<file path="src/rtl/instr_stream_encoder.sv">
// instr_stream_encoder
//   Packs instruction field records into RV32I words (R, I-ALU, LOAD, STORE,
//   BRANCH, JAL, LUI) and streams them, with byte addresses, through a
//   registered valid/ready output stage. A small IDLE/RUN/DONE/HALT FSM
//   frames each stream between a start pulse and the in_last record.
//
//   Build option: define ENC_IMM_RANGE_CHECK_EN to reject records whose
//   immediate does not fit the target format. Without it, out-of-range
//   immediate bits are truncated and only class 7 is illegal.
module instr_stream_encoder #(
  parameter int ADDR_W = 32,
  parameter int CNT_W  = 16
) (
  input  logic              clk,
  input  logic              reset,
  input  logic              start,
  input  logic [ADDR_W-1:0] base_addr,
  input  logic              in_valid,
  output logic              in_ready,
  input  logic              in_last,
  input  logic [2:0]        in_class,
  input  logic [2:0]        in_funct3,
  input  logic              in_funct7b5,
  input  logic [4:0]        in_rd,
  input  logic [4:0]        in_rs1,
  input  logic [4:0]        in_rs2,
  input  logic [31:0]       in_imm,
  output logic              out_valid,
  input  logic              out_ready,
  output logic [31:0]       out_instr,
  output logic [ADDR_W-1:0] out_addr,
  output logic              busy,
  output logic              done,
  output logic              illegal_err,
  output logic [CNT_W-1:0]  instr_count
);

  // Record classes
  localparam logic [2:0] C_R      = 3'd0;
  localparam logic [2:0] C_IALU   = 3'd1;
  localparam logic [2:0] C_LOAD   = 3'd2;
  localparam logic [2:0] C_STORE  = 3'd3;
  localparam logic [2:0] C_BRANCH = 3'd4;
  localparam logic [2:0] C_JAL    = 3'd5;
  localparam logic [2:0] C_LUI    = 3'd6;

  // RV32I major opcodes
  localparam logic [6:0] OP_R      = 7'b0110011;
  localparam logic [6:0] OP_IALU   = 7'b0010011;
  localparam logic [6:0] OP_LOAD   = 7'b0000011;
  localparam logic [6:0] OP_STORE  = 7'b0100011;
  localparam logic [6:0] OP_BRANCH = 7'b1100011;
  localparam logic [6:0] OP_JAL    = 7'b1101111;
  localparam logic [6:0] OP_LUI    = 7'b0110111;

  typedef enum logic [1:0] {
    S_IDLE = 2'd0,
    S_RUN  = 2'd1,
    S_DONE = 2'd2,
    S_HALT = 2'd3
  } state_t;

  state_t              r_state;
  state_t              w_state_next;

  // Output stage and stream bookkeeping
  logic                r_out_valid;
  logic [31:0]         r_out_instr;
  logic [ADDR_W-1:0]   r_out_addr;
  logic                r_out_last;
  logic [ADDR_W-1:0]   r_next_addr;
  logic [CNT_W-1:0]    r_count;
  logic                r_done;
  logic                r_illegal;
  logic                r_last_seen;

  // Handshake / control decode
  logic                w_in_ready;
  logic                w_busy;
  logic                w_start_new;
  logic                w_start_resume;
  logic                w_accept;
  logic                w_illegal;
  logic                w_range_bad;
  logic                w_accept_ok;
  logic                w_accept_bad;
  logic                w_out_hs;

  // Encoder datapath
  logic                w_is_shift;
  logic [11:0]         w_ialu_imm;
  logic [31:0]         w_enc_instr;

  // --------------------------------------------------------------------------
  // Handshake terms
  // --------------------------------------------------------------------------
  assign w_accept     = in_valid && w_in_ready;
  assign w_illegal    = (in_class == 3'd7) || w_range_bad;
  assign w_accept_ok  = w_accept && !w_illegal;
  assign w_accept_bad = w_accept && w_illegal;
  assign w_out_hs     = r_out_valid && out_ready;

  // --------------------------------------------------------------------------
  // FSM
  // --------------------------------------------------------------------------

  // State register
  always_ff @(posedge clk) begin
    if (reset) begin
      r_state <= S_IDLE;
    end else begin
      r_state <= w_state_next;
    end
  end

  // Next-state logic: a bad record halts immediately; the last record ends
  // the stream only once its word has actually left the output register.
  always_comb begin
    w_state_next = r_state;
    case (r_state)
      S_IDLE: begin
        if (start) w_state_next = S_RUN;
      end
      S_RUN: begin
        if (w_accept_bad) begin
          w_state_next = S_HALT;
        end else if (w_out_hs && r_out_last) begin
          w_state_next = S_DONE;
        end
      end
      S_DONE: begin
        if (start) w_state_next = S_RUN;
      end
      S_HALT: begin
        if (start) w_state_next = S_RUN;
      end
      default: w_state_next = S_IDLE;
    endcase
  end

  // Output decode: input side opens only in RUN, before in_last is taken,
  // and only when the output register is free or draining this cycle.
  always_comb begin
    w_in_ready     = 1'b0;
    w_busy         = r_out_valid;
    w_start_new    = 1'b0;
    w_start_resume = 1'b0;
    case (r_state)
      S_IDLE, S_DONE: begin
        w_start_new = start;
      end
      S_RUN: begin
        w_in_ready = !r_last_seen && (!r_out_valid || out_ready);
        w_busy     = 1'b1;
      end
      S_HALT: begin
        w_start_resume = start;
      end
      default: begin
        w_in_ready = 1'b0;
      end
    endcase
  end

  // --------------------------------------------------------------------------
  // Encoder
  // --------------------------------------------------------------------------

  // Shift-immediate forms carry funct7[5] in imm[10] and a 5-bit shamt.
  assign w_is_shift = (in_funct3 == 3'b001) || (in_funct3 == 3'b101);

  // I-ALU immediate selection
  always_comb begin
    if (w_is_shift) begin
      w_ialu_imm = {1'b0, in_funct7b5, 5'b00000, in_imm[4:0]};
    end else begin
      w_ialu_imm = in_imm[11:0];
    end
  end

  // Field packing per instruction format
  always_comb begin
    w_enc_instr = 32'h0000_0000;
    case (in_class)
      C_R: begin
        w_enc_instr = {1'b0, in_funct7b5, 5'b00000, in_rs2, in_rs1,
                       in_funct3, in_rd, OP_R};
      end
      C_IALU: begin
        w_enc_instr = {w_ialu_imm, in_rs1, in_funct3, in_rd, OP_IALU};
      end
      C_LOAD: begin
        w_enc_instr = {in_imm[11:0], in_rs1, in_funct3, in_rd, OP_LOAD};
      end
      C_STORE: begin
        w_enc_instr = {in_imm[11:5], in_rs2, in_rs1, in_funct3,
                       in_imm[4:0], OP_STORE};
      end
      C_BRANCH: begin
        w_enc_instr = {in_imm[12], in_imm[10:5], in_rs2, in_rs1, in_funct3,
                       in_imm[4:1], in_imm[11], OP_BRANCH};
      end
      C_JAL: begin
        w_enc_instr = {in_imm[20], in_imm[10:1], in_imm[11], in_imm[19:12],
                       in_rd, OP_JAL};
      end
      C_LUI: begin
        w_enc_instr = {in_imm[31:12], in_rd, OP_LUI};
      end
      default: begin
        w_enc_instr = 32'h0000_0000;
      end
    endcase
  end

`ifdef ENC_IMM_RANGE_CHECK_EN
  // Sign-extension checks: all bits above the format's sign bit must equal it.
  logic w_fits12;
  logic w_fits13;
  logic w_fits21;

  assign w_fits12 = (in_imm[31:11] == '0) || (in_imm[31:11] == '1);
  assign w_fits13 = (in_imm[31:12] == '0) || (in_imm[31:12] == '1);
  assign w_fits21 = (in_imm[31:20] == '0) || (in_imm[31:20] == '1);

  // Flag immediates that the selected format cannot represent exactly.
  always_comb begin
    w_range_bad = 1'b0;
    case (in_class)
      C_IALU: begin
        if (w_is_shift) begin
          w_range_bad = (in_imm[11:5] != 7'd0);
        end else begin
          w_range_bad = !w_fits12;
        end
      end
      C_LOAD, C_STORE: begin
        w_range_bad = !w_fits12;
      end
      C_BRANCH: begin
        w_range_bad = !w_fits13 || in_imm[0];
      end
      C_JAL: begin
        w_range_bad = !w_fits21 || in_imm[0];
      end
      C_LUI: begin
        w_range_bad = (in_imm[11:0] != 12'd0);
      end
      default: begin
        w_range_bad = 1'b0;
      end
    endcase
  end
`else
  // Immediates are truncated silently; only the reserved class is rejected.
  assign w_range_bad = 1'b0;
`endif

  // --------------------------------------------------------------------------
  // Datapath registers
  // --------------------------------------------------------------------------

  // Output register: load on a legal accept, otherwise empty on handshake.
  // Holds its contents unchanged while the consumer stalls.
  always_ff @(posedge clk) begin
    if (reset) begin
      r_out_valid <= 1'b0;
      r_out_instr <= 32'h0000_0000;
      r_out_addr  <= '0;
      r_out_last  <= 1'b0;
    end else if (w_accept_ok) begin
      r_out_valid <= 1'b1;
      r_out_instr <= w_enc_instr;
      r_out_addr  <= r_next_addr;
      r_out_last  <= in_last;
    end else if (w_out_hs) begin
      r_out_valid <= 1'b0;
      r_out_last  <= 1'b0;
    end
  end

  // Next byte address: reloaded by start, advances one word per legal accept.
  always_ff @(posedge clk) begin
    if (reset) begin
      r_next_addr <= '0;
    end else if (w_start_new || w_start_resume) begin
      r_next_addr <= base_addr;
    end else if (w_accept_ok) begin
      r_next_addr <= r_next_addr + ADDR_W'(4);
    end
  end

  // Emitted-word counter: cleared when a fresh stream starts, wraps freely.
  always_ff @(posedge clk) begin
    if (reset) begin
      r_count <= '0;
    end else if (w_start_new) begin
      r_count <= '0;
    end else if (w_out_hs) begin
      r_count <= r_count + CNT_W'(1);
    end
  end

  // done rises with the final word's handshake and holds until restart.
  always_ff @(posedge clk) begin
    if (reset) begin
      r_done <= 1'b0;
    end else if (w_start_new) begin
      r_done <= 1'b0;
    end else if ((r_state == S_RUN) && w_out_hs && r_out_last) begin
      r_done <= 1'b1;
    end
  end

  // Sticky illegal flag, cleared by any effective start.
  always_ff @(posedge clk) begin
    if (reset) begin
      r_illegal <= 1'b0;
    end else if (w_start_new || w_start_resume) begin
      r_illegal <= 1'b0;
    end else if (w_accept_bad) begin
      r_illegal <= 1'b1;
    end
  end

  // Close the input side once the final record has been taken.
  always_ff @(posedge clk) begin
    if (reset) begin
      r_last_seen <= 1'b0;
    end else if (w_start_new || w_start_resume) begin
      r_last_seen <= 1'b0;
    end else if (w_accept && in_last) begin
      r_last_seen <= 1'b1;
    end
  end

  // --------------------------------------------------------------------------
  // Outputs
  // --------------------------------------------------------------------------
  assign in_ready    = w_in_ready;
  assign out_valid   = r_out_valid;
  assign out_instr   = r_out_instr;
  assign out_addr    = r_out_addr;
  assign busy        = w_busy;
  assign done        = r_done;
  assign illegal_err = r_illegal;
  assign instr_count = r_count;

endmodule

</file>
<file path="config.mk">
export PLATFORM = sky130hd
export DESIGN_NAME = instr_stream_encoder
export DESIGN_NICKNAME = d
export VERILOG_FILES = /design/src/rtl/instr_stream_encoder.sv
export SDC_FILE = /design/constraint.sdc
export NUM_CORES = 1
export LEC_CHECK = 0
export CELL_PAD_IN_SITES_DETAIL_PLACEMENT = 1
export CELL_PAD_IN_SITES_GLOBAL_PLACEMENT = 1
export CORE_UTILIZATION = 36
export DETAILED_ROUTE_END_ITERATION = 10
export GPL_TIMING_DRIVEN = 0
export PLACE_DENSITY = 0.92
export SYNTH_ARGS = -nofsm -noshare
export SYNTH_HDL_FRONTEND = slang
export SYNTH_SLANG_ARGS = --single-unit
</file>
<file path="constraint.sdc">
create_clock -name clk -period 4.3 [get_ports clk]
set_input_delay 0.43 -clock clk [delete_from_list [all_inputs] [get_ports clk]]
set_output_delay 0.43 -clock clk [all_outputs]
set_load 0.01 [all_outputs]
</file>
Word level (Yosys, flattened, before mapping)
Index checks and enable logic that the tools add are counted.
- register bits: 119
- logic and storage cells: 65
- reductions and logical operators: 24
- multiplexer cells: 15
- add/subtract/negate cells: 2
- equal/unequal tests: 14
- operator list (operator ; count):
    one-hot mux 32 bit (7 select lines) ; 1
    two-way mux 32 bit ; 2
    adder 32 x 3 -> 32 bit, second input constant ; 1
    adder 16 x 1 -> 16 bit, second input constant ; 1
    == test 3 bit, second input constant ; 5
    two-way mux 12 bit ; 1
    logical AND 1 bit ; 9
    two-way mux 1 bit ; 7
    == test 3 x 1 -> 1 bit, second input constant ; 2
    == test 3 x 2 -> 1 bit, second input constant ; 2
    two-way mux 2 bit ; 3
    OR reduction 2 bit ; 3
    == test 2 bit, second input constant ; 2
    one-hot mux 2 bit (2 select lines) ; 1
    nonzero test 2 bit ; 2
    zero test 1 bit ; 3
    zero test 3 bit ; 1
    logical OR 1 bit ; 3
    != test 3 bit, second input constant ; 1
    OR reduction 3 bit ; 1
    == test 2 x 1 -> 1 bit, second input constant ; 1
    zero test 2 bit ; 1
    != test 2 x 1 -> 1 bit, second input constant ; 1
    AND reduction 2 bit ; 1

Logic depth before layout (Yosys ltp)
- depth after elaboration: 8
- depth in mapped cells: 8

Least setup slack after synthesis
No wires, ideal clock.
- path type: input -> register
- start: input in_class[0]
- end: register r_next_addr[31]
- path buffers: 1
- data arrival time: 1949 ps
- library setup time: 91 ps
- path slack: 2260 ps
- required time: 4209 ps
- stages on the path: 6
- cells stage by stage: buf_2 > and3_4 > nor4_4 > nand4_2 > or4_1 > a311oi_1
- word-level cells in the longest chain between the ends: 4
- ends and longest elaborated chain (what ; RTL line ; source):
    from (decl) ; 21 ; input logic [2:0] in_class,
    == test 3 bit ; 98 ; assign w_illegal = (in_class == 3'd7) || w_range_bad;
    zero test 1 bit ; 99 ; assign w_accept_ok = w_accept && !w_illegal;
    logical AND 1 bit ; 99 ;
    nonzero test 2 bit (no source line) ; n/a ;
    to (signal assigned) ; 287 ; r_next_addr <= base_addr;
    to (signal assigned) ; 289 ; r_next_addr <= r_next_addr + ADDR_W'(4);
    to (decl) ; 71 ; logic [ADDR_W-1:0] r_next_addr;
No other way between the ends.
A chain may end at the register's enable or synchronous reset.

Worst setup path in the final report
- start: input out_ready
- end: register r_out_instr[19], in the netlist out_instr[19]
- word-level cells in the longest chain between the ends: 5
- ends and longest elaborated chain (what ; RTL line ; source):
    from (decl) ; 29 ; input logic out_ready,
    logical OR 1 bit ; 153 ; w_in_ready = !r_last_seen && (!r_out_valid || out_ready);
    logical AND 1 bit ; 153 ;
    two-way mux 1 bit ; 148 ; case (r_state)
    logical AND 1 bit ; 97 ; assign w_accept = in_valid && w_in_ready;
    logical AND 1 bit ; 99 ;
    to (signal assigned) ; 273 ; r_out_instr <= w_enc_instr;
    to (decl) ; 68 ; logic [31:0] r_out_instr;
No other way between the ends.

==> impl_metrics.csv <==
group,metric,value,unit
critical_path,crit_type,"input pin to flop",
floorplanning,core,14640,um^2
yosys,synth.cell_area,5460,um^2
cts,cts_htree_levels,4,
routing,wl,19.94,mm
global_routing,grtUsageMet2,0.4390,
floorplanning,die_h,125.2,um
sta,maxSlewViolCount,0,
sta,setup_viol_count_final,0,
global_routing,grt.total_usage,0.2583,
status,violations,"design-rule violations",
routing,vias,5847,
final_layout,final_core_util,0.5428,
critical_path,worstPathRequired,4.65,ns
status,status,"complete, but fails checks",
min_path,min-delay-start,"out_addr[19]$_SDFFE_PP0P_",
cts,clockRootBuffer,"clkbuf_16",
cts,post_cts_resized,0,
yosys,synthFlopType,"dfxtp_1",
floorplanning,fp-row-count,44,
routing,post_drt_via_cell_ratio,5.521,
floorplanning,start_util,0.3729,
floorplanning,die_w,125.2,um
placement,place_inst,1030,
critical_path,end_kind,"flop",
yosys,ys_top_cells_by_area,"dfxtp_1 43%, nand2_1 7.6%, a21oi_1 5.4%, nor2_1 4.9%, a211oi_1 2.9%",
routing,drtIter0Drc,307,
cts,post-cts-setup-buffers,0,
yosys,ys_seq_elements,118,
yosys,synth_top_area_frac,0.4326,
sta,tightest_slew,0.8002,ns
placement,gp_congestion,0.8353,
floorplanning,die-area,15660,um^2
final_layout,drive_above_1_share,0.05143,
sta,skew,0.005439,ns
power_and_ir_drop,power.density,361.6,nW/um^2
yosys,synth_most_common_cell,"dfxtp_1",
power_and_ir_drop,p_leak,0.002728,uW
critical_path,critical_path.startpoint,"out_ready",
cts,clk_latency,0.42,ns
cts,cts_tree,"done",
sta,finalWorstSetupSlack,1.276,ns
critical_path,r2r_start,"out_valid$_SDFFE_PP0P_",
critical_path,crit_path_start_kind,"input pin",
critical_path,arrival,3.38,ns
global_routing,grt_pass1_wl,31.55,mm
final_layout,instances_no_fill,1059,
sta,rsz0062_at_grt,"no",
cts,cts_made_buffers,17,
sta,slew_headroom,0.4625,
yosys,yosysTopAreaCell,"dfxtp_1",
yosys,ys_types,57,
global_routing,grt_pass1_vias,6125,
routing,ant_nets,0,
final_layout,diodes,0,
run,cap_viol_max_count,0,
global_routing,grt_util_met3,0.07531,
cts,clk_pin_slew,0.05,ns
min_path,hold_path_class,"flop to flop",
sta,fin_crit_sh,0.7032,
yosys,netlist_instances,672,
yosys,synthArstFlopShare,0,
final_layout,nets,959,
global_routing,grt.busiest_layer,"met2",
yosys,syn_nets,766,
placement,pre_cts_slack,0.9499,ns
final_layout,syn_to_final_growth,45.58,%
cts,clk_path_buf_depth,2,
routing,first_pass_iters,8,
yosys,synth_edf_count,0,
cts,clkSinkCount,118,
sta,fmax,330.7,MHz
yosys,synth.yosys.warnings,0,
yosys,synthTopCellsByCount,"118 x dfxtp_1, 111 x nand2_1, 72 x nor2_1",
yosys,yosysSeqAreaShare,0.4326,
critical_path,cp_max_fo,10,
sta,final-hold-violation-count,0,
sta,min_period,3.024,ns
routing,post-route-drc-count,20,
global_routing,antenna_found_initial,0,
floorplanning,num_io_pins,177,
routing,wl_per_cell,18.82,um
sta,fin_hold_ws,0.4546,ns
global_routing,grt.overflow.total,0,
global_routing,met1_usage,0.2944,
global_routing,grt_max_degree,17,
cts,postCtsHoldBufs,0,
placement,port_buffers,174,
placement,hpwl,14.67,mm
yosys,synth_area_per_cell,8.125,um^2
power_and_ir_drop,ir_worst_vdd,300.6,uV
sta,tns,0,ns
## layout by cell type, fill, tap and decap left out, types with 5 or more instances in the layout
cell,n
a221oi_1,5
clkinv_2,5
xor2_1,18
or3_1,10
nand4_1,14
inv_1,7
clkbuf_1,36
and3_1,9
nand2_1,111
xnor2_1,9
nand3_1,23
o21ai_0,17
nand2b_1,6
nor2_1,72
a211oi_1,21
clkdlybuf4s50_1,174
clkbuf_16,17
nor3_1,16
buf_1,12
nor2b_1,5
o211ai_1,10
mux2i_1,15
a31oi_1,9
a222oi_1,9
dfxtp_1,118
a21oi_1,59
a311oi_1,5
## report_power, final
part           switching, uW  internal [uW]  total (uW)
clock                    497            781        1280
sequential              48.8           1140        1190
combinational            210            194         404
## metal layers
metal	vias to the layer above	part of all wire
li1	2791	-
met1	2797	0.41
met2	216	0.48
met3	43	0.078
met4	0	0.029
met5	-	0
## final timing paths
check	end	slack, ns	cells past startpoint
setup / recovery	out_instr[19]$_SDFFE_PP0P_	1.28	7
hold / removal	out_addr[19]$_SDFFE_PP0P_	0.45	2
setup reg to reg	out_instr[19]$_SDFFE_PP0P_	1.38	6
hold reg to reg	out_addr[19]$_SDFFE_PP0P_	0.45	2
## stage by stage
stage	total power (uW)	cell area (um^2)
after floorplan	1391	5460
after CTS	2886	7949
after global routing	2969	7949
after detailed placement	1614	7432
final	2875	7949
after global placement	1601	7432
## layout make-up
type	count	area, um^2
Buffer	50	196.4
Clock buffer	24	491.7
Clock inverter	5	25.02
Sequential cell	118	2362
Inverter	7	26.28
Tap cell	184	230.2
Multi-Input combinational cell	497	2875
Fill cell	1758	6695
Timing Repair Buffer	174	1742
## critical path, cell delays in order
cell and delay [ns]:
clkdlybuf4s50_1 0.53, nor2b_1 0.15, nor3_1 0.68, clkbuf_1 0.53, a21boi_1 0.74, a222oi_1 0.18
nor2_1 0.15
## state kept, by name, indices dropped and copies added, names as in the netlist
name         count
out_addr        32
r_next_addr     32
out_instr       31
instr_count     16
r_state          2
done             1
illegal_err      1
out_valid        1
r_last_seen      1
r_out_last       1
## logic make-up after synthesis
logic type               count (synthesis)  share of synthesized area
AO/OA/AOI/OAI                          153                     0.1826
XOR/XNOR                                27                    0.04331
adder cells (fa/ha/maj)                  2                   0.004582
buffers and inverters                   57                    0.04079
flip-flops                             118                     0.4326
multiplexers                            16                    0.02956
AND/OR/NAND/NOR                        299                     0.2665
No activity file was read; power rests on OpenSTA's default activity.
